[config.mk]
export PLATFORM = sky130hd
export DESIGN_NAME = life_run_ctrl
export DESIGN_NICKNAME = d
export VERILOG_FILES = /design/src/rtl/life_run_ctrl.sv
export SDC_FILE = /design/constraint.sdc
export NUM_CORES = 1
export LEC_CHECK = 0
export ABC_AREA = 0
export BUFFER_PORTS_ARGS = -buffer_cell sky130_fd_sc_hd__buf_2
export CAP_MARGIN = 0
export CORE_UTILIZATION = 47
export DETAILED_ROUTE_END_ITERATION = 8
export PLACE_DENSITY = 0.79
export SETUP_SLACK_MARGIN = 0.02
export SLEW_MARGIN = 10
export SYNTH_ARGS = -nofsm -noshare
export SYNTH_HDL_FRONTEND = slang
export SYNTH_SLANG_ARGS = --single-unit
export TNS_END_PERCENT = 100
[constraint.sdc]
create_clock -name clk -period 2.7 [get_ports clk]
set_input_delay 0.675 -clock clk [delete_from_list [all_inputs] [get_ports clk]]
set_output_delay 0.675 -clock clk [all_outputs]
set_load 0.02 [all_outputs]
[src/rtl/life_run_ctrl.sv]
// Run controller for the 8x8 Life grid datapath: seeds the grid, paces generation steps,
// handles pause/single-step and stops on extinction, still life or a generation limit.
module life_run_ctrl #(
  parameter int GRID_W = 64,
  parameter int DIV_W  = 8,
  parameter int GEN_W  = 16
) (
  input  logic              clk,
  input  logic              reset,
  input  logic              start,
  input  logic              pause,
  input  logic              step,
  input  logic [GRID_W-1:0] seed,
  input  logic [DIV_W-1:0]  period,
  input  logic [GEN_W-1:0]  max_gen,
  input  logic [GRID_W-1:0] dp_grid,
  output logic              dp_load,
  output logic [GRID_W-1:0] dp_seed,
  output logic              dp_step,
  output logic [GEN_W-1:0]  gen_count,
  output logic              busy,
  output logic              done,
  output logic [1:0]        status,
  output logic [2:0]        dbg_state
);

  typedef enum logic [2:0] {
    S_IDLE   = 3'd0,
    S_LOAD   = 3'd1,
    S_RUN    = 3'd2,
    S_PAUSED = 3'd3,
    S_CHECK  = 3'd4,
    S_DONE   = 3'd5
  } state_t;

  state_t            r_state;
  logic              r_dp_load;
  logic              r_dp_step;
  logic              r_busy;
  logic              r_done;
  logic [GRID_W-1:0] r_seed;
  logic [GRID_W-1:0] r_prev;
  logic [GEN_W-1:0]  r_gen;
  logic [1:0]        r_status;
  logic [DIV_W-1:0]  r_tick;

  logic [DIV_W-1:0]  w_last_tick;
  logic [DIV_W-1:0]  w_tick_inc;
  logic [GEN_W-1:0]  w_gen_inc;

  // r_tick counts completed RUN cycles; the step cycle is the one entered with r_tick == P-1.
  assign w_last_tick = (period == '0) ? '0 : period - 1'b1;
  assign w_tick_inc  = r_tick + 1'b1;
  assign w_gen_inc   = (&r_gen) ? r_gen : r_gen + 1'b1;

  always_ff @(posedge clk) begin
    if (!reset) begin
      r_state   <= S_IDLE;
      r_dp_load <= 1'b0;
      r_dp_step <= 1'b0;
      r_busy    <= 1'b0;
      r_done    <= 1'b0;
      r_seed    <= '0;
      r_prev    <= '0;
      r_gen     <= '0;
      r_status  <= 2'b00;
      r_tick    <= '0;
    end else begin
      r_dp_load <= 1'b0;
      r_dp_step <= 1'b0;
      if (start) begin
        r_seed    <= seed;
        r_gen     <= '0;
        r_status  <= 2'b00;
        r_tick    <= '0;
        r_state   <= S_LOAD;
        r_dp_load <= 1'b1;
        r_busy    <= 1'b1;
        r_done    <= 1'b0;
      end else begin
        case (r_state)
          S_LOAD: begin
            if (r_seed == '0) begin
              r_state  <= S_DONE;
              r_status <= 2'b01;
              r_busy   <= 1'b0;
              r_done   <= 1'b1;
            end else if (pause) begin
              r_state <= S_PAUSED;
            end else begin
              r_state   <= S_RUN;
              r_tick    <= '0;
              r_dp_step <= (w_last_tick == '0);
            end
          end
          S_RUN, S_PAUSED: begin
            // A step already on the wire completes before pause or anything else is honoured.
            if (r_dp_step) begin
              r_prev  <= dp_grid;
              r_gen   <= w_gen_inc;
              r_tick  <= '0;
              r_state <= S_CHECK;
            end else if (r_state == S_RUN) begin
              if (pause) begin
                r_state <= S_PAUSED;
              end else begin
                r_tick    <= w_tick_inc;
                r_dp_step <= (w_tick_inc >= w_last_tick);
              end
            end else if (step) begin
              r_dp_step <= 1'b1;
            end else if (!pause) begin
              r_state   <= S_RUN;
              r_dp_step <= (r_tick >= w_last_tick);
            end
          end
          S_CHECK: begin
            if (dp_grid == '0) begin
              r_state  <= S_DONE;
              r_status <= 2'b01;
              r_busy   <= 1'b0;
              r_done   <= 1'b1;
            end else if (dp_grid == r_prev) begin
              r_state  <= S_DONE;
              r_status <= 2'b10;
              r_busy   <= 1'b0;
              r_done   <= 1'b1;
            end else if ((max_gen != '0) && (r_gen == max_gen)) begin
              r_state  <= S_DONE;
              r_status <= 2'b11;
              r_busy   <= 1'b0;
              r_done   <= 1'b1;
            end else if (pause) begin
              r_state <= S_PAUSED;
            end else begin
              r_state   <= S_RUN;
              r_dp_step <= (w_last_tick == '0);
            end
          end
          S_IDLE, S_DONE: begin
          end
          default: begin
            r_state <= S_IDLE;
            r_busy  <= 1'b0;
            r_done  <= 1'b0;
          end
        endcase
      end
    end
  end

  assign dp_load   = r_dp_load;
  assign dp_seed   = r_seed;
  assign dp_step   = r_dp_step;
  assign gen_count = r_gen;
  assign busy      = r_busy;
  assign done      = r_done;
  assign status    = r_status;
  assign dbg_state = r_state;

endmodule
==> results.yml <==
status:
  status: "finished, final reports clean"
routing:
  first_iter_violations: 485
  wl_mm: 22.2
  wl_per_cell_um: 15.9
  vias: 7439
  drt_pass1_iterations: 6
  vias_per_cell: 5.34
  antenna_left: 0
  drcViolationCount: 0
global_routing:
  grtUsageTotal_pct: 25.1
  grt_pass1_wl_mm: 35.8
  grt_max_degree: 133
  antenna_found_initial: 0
  grt.overflow.total: 0
  grt_pass1_vias: 7145
worst_setup_path:
  r2r_setup_slack_ns: 0.29
  end_kind: "register"
  arrival_ns: 2.74
  cp_common_cell: "ha_1"
  crit_path_max_fanout: 3
  critPathTopFamily: "compound AO/OA/AOI/OAI gates"
  slowest_delay_ns: 0.31
  cp.buffers_inverters: 2
  cpMaxStageDelayCell: "a2111oi_1"
  critPathLaunchType: "input pin"
  path_cells: "buf_2, inv_1, ha_1, nor4b_4, nand2_1, nand2b_1, ha_1, a21boi_0, o21a_1, o21ai_0, a211oi_1, a2111oi_1, o32ai_1"
  cp.required_ns: 2.99
  path_class: "in -> reg"
final_layout:
  drive_above_1_share_pct: 25.7
  num_antenna_cells: 0
  fin_nets: 1339
  final_cells: 1394
  fin_util_pct: 61.4
  seqCellArea_mm2: 0.00322
  nFillCells: 1464
  multi_input_area_mm2: 0.00476
  syn_to_final_growth_pct: 26.1
floorplanning:
  design.die.area_mm2: 0.0179
  initial_utilization_pct: 48.7
  core_area_mm2: 0.0168
  pin_count: 246
  die_h_um: 134
  die_w_um: 134
  rows: 47
place:
  place_inst: 1362
  hpwl_mm: 16.4
  gp_congestion: 0.906
  io_buffers: 245
logic_synthesis:
  synth-seq-cells: 161
  syn-cell-area_mm2: 0.00817
  synth_edf_count: 0
  synthArstFlopShare_pct: 0
  yosys_warnings: 0
  synth_commonest_cells: "dfxtp_1, nand2_1, xnor2_1"
  synth.distinct_cells: 47
  synth_most_common_cell: "dfxtp_1"
  yosysSeqAreaShare_pct: 39.5
  yosysTopAreaCell: "dfxtp_1"
  synth.avg_cell_area_um2: 8.90
  yosysTopAreaCellShare_pct: 39.5
  ys_top_cells_by_area: "dfxtp_1, mux2i_1, xnor2_1"
  syn_nets: 1096
  synth_ff_type: "dfxtp_1"
  synth_cells: 918
pwr:
  internal_power_uw: 4160
  clkPwrFrac_pct: 42.7
  p_leak_uw: 0.00434
  seq_power_share_pct: 44.9
  swShare_pct: 25.0
  pwr_density_cell_mw_per_mm2: 539
  peakVddDrop_uv: 416
  switching_power_uw: 1390
  combPwrFrac_pct: 12.4
timing:
  finalCriticalPeriod_ns: 2.46
  finalSetupViolCount: 0
  max_freq_mhz: 407
  post-route-period-util_pct: 91.0
  grt_setup_unrepaired: "false"
  finalClockSkew_ns: 0.0101
  maxSlewHeadroom_pct: 27.1
  hold_viol_final: 0
  whs_ns: 0.472
  tightest_slew_ns: 1.08
  slew_violations: 0
cts:
  cts.sink_count: 161
  cts_buffers: 17
  cts_root_buf: "clkbuf_16"
  cts-htree-levels: 4
  cts_max_path_buffers: 2
  holdBufCountCts: 0
  clkSlewWorstSetupHoldPaths_ns: 0.06
  tritoncts: "done"
  clock_latency_ns: 0.42
min_path:
  min_path_type: "reg -> reg"
run:
  drv_cap: 0
## worst register-to-register path: cells and delay by family (launching register included)
| kind | cells | cell delay, ns |
|---|---|---|
| AOI/OAI and AO/OA | 3 | 0.77 |
| and+or+nand+nor | 3 | 1.26 |
| DFF | 1 | 0.34 |
## placed cells by master (no fill, tap or decap), drive strengths merged, types with 6 or more instances in the layout
master | Yosys | routed
a21boi | 66 | 66
a21oi | 20 | 20
and3 | 6 | 6
buf | 19 | 266
clkbuf | 23 | 24
dfxtp | 161 | 161
ha | 21 | 21
inv | 6 | 8
mux2i | 66 | 66
nand2 | 155 | 155
nand3 | 9 | 9
nand4 | 42 | 42
nor2 | 33 | 33
nor2b | 69 | 69
nor3 | 7 | 7
nor4 | 45 | 45
o21ai | 13 | 13
o31ai | 7 | 7
xnor2 | 74 | 74
xor2 | 29 | 29
## power by group through the flow
| stage | Clock (uW) | Sequential [uW] | Combinational (uW) |
|---|---|---|---|
| 2_1_floorplan | 0 | 2600 | 297 |
| 3_3_place_gp | 0 | 2540 | 675 |
| 3_5_place_dp | 0 | 2540 | 686 |
| 4_1_cts | 2420 | 2490 | 689 |
| 5_1_grt | 2520 | 2500 | 745 |
| 6_report | 2370 | 2490 | 689 |
## flip-flops by register name (all words and copies together) (netlist names)
name	cells
r_tick	8
dbg_state	3
dp_step	1
gen_count	16
dp_load	1
dp_seed	64
busy	1
done	1
status	2
r_prev	64
## what timing repair did
action / 4_1_cts / 5_1_grt
gates resized for setup: 0 / 1
setup buffers: 0 / 0
setup endpoints to repair: 0 / 1
## metrics by stage
step	TNS (ns)	instance area (um^2)	setup WS [ns]	total power, uW
floorplan	0	8180	0.0615	2900
global placement	-0.0987	9720	-0.0987	3220
detailed placement	-0.235	9720	-0.235	3230
CTS	0	10300	0.195	5600
global route	0	10300	0.0691	5760
finish	0	10300	0.242	5550
## logic make-up (layout without fill, tap and decap cells)
group | Yosys count | count (layout) | share of synthesized area [%]
multiplexers | 66 | 66 | 8.09
adder cells (fa/ha/maj) | 21 | 21 | 3.22
buffers and inverters | 49 | 305 | 2.45
AO/OA/AOI/OAI | 130 | 130 | 11.3
XOR/XNOR | 103 | 103 | 11.0
flip-flops | 161 | 161 | 39.5
AND/OR/NAND/NOR | 388 | 388 | 24.4
## area by class of cell
cell class | count | area share (%)
multi-input combinational | 708 | 46.3
sequential | 161 | 31.3
clock inverter | 8 | 0.996
clock buffer | 24 | 4.58
tap | 220 | 2.67
timing repair buffer | 266 | 13.9
inverter | 7 | 0.255
## worst paths after layout
path,cells past startpoint,end,startpoint
max,13,dp_step,period[0]
min,2,status[1],status[1]
max reg2reg,6,r_tick[7],dp_seed[5]
min reg2reg,2,status[1],status[1]
## metal layers
layer / share of wire, % / vias up / routed length (um) / track usage [%]
li1: - / 3689 / - / -
met5: 0 / - / 0 / 0
met3: 6.1 / 33 / 1350 / 6.16
met2: 48 / 260 / 10800 / 42.2
met1: 44 / 3457 / 9690 / 31.5
met4: 1.8 / 0 / 408 / 8.02
Power figures use the tool's default switching activity.
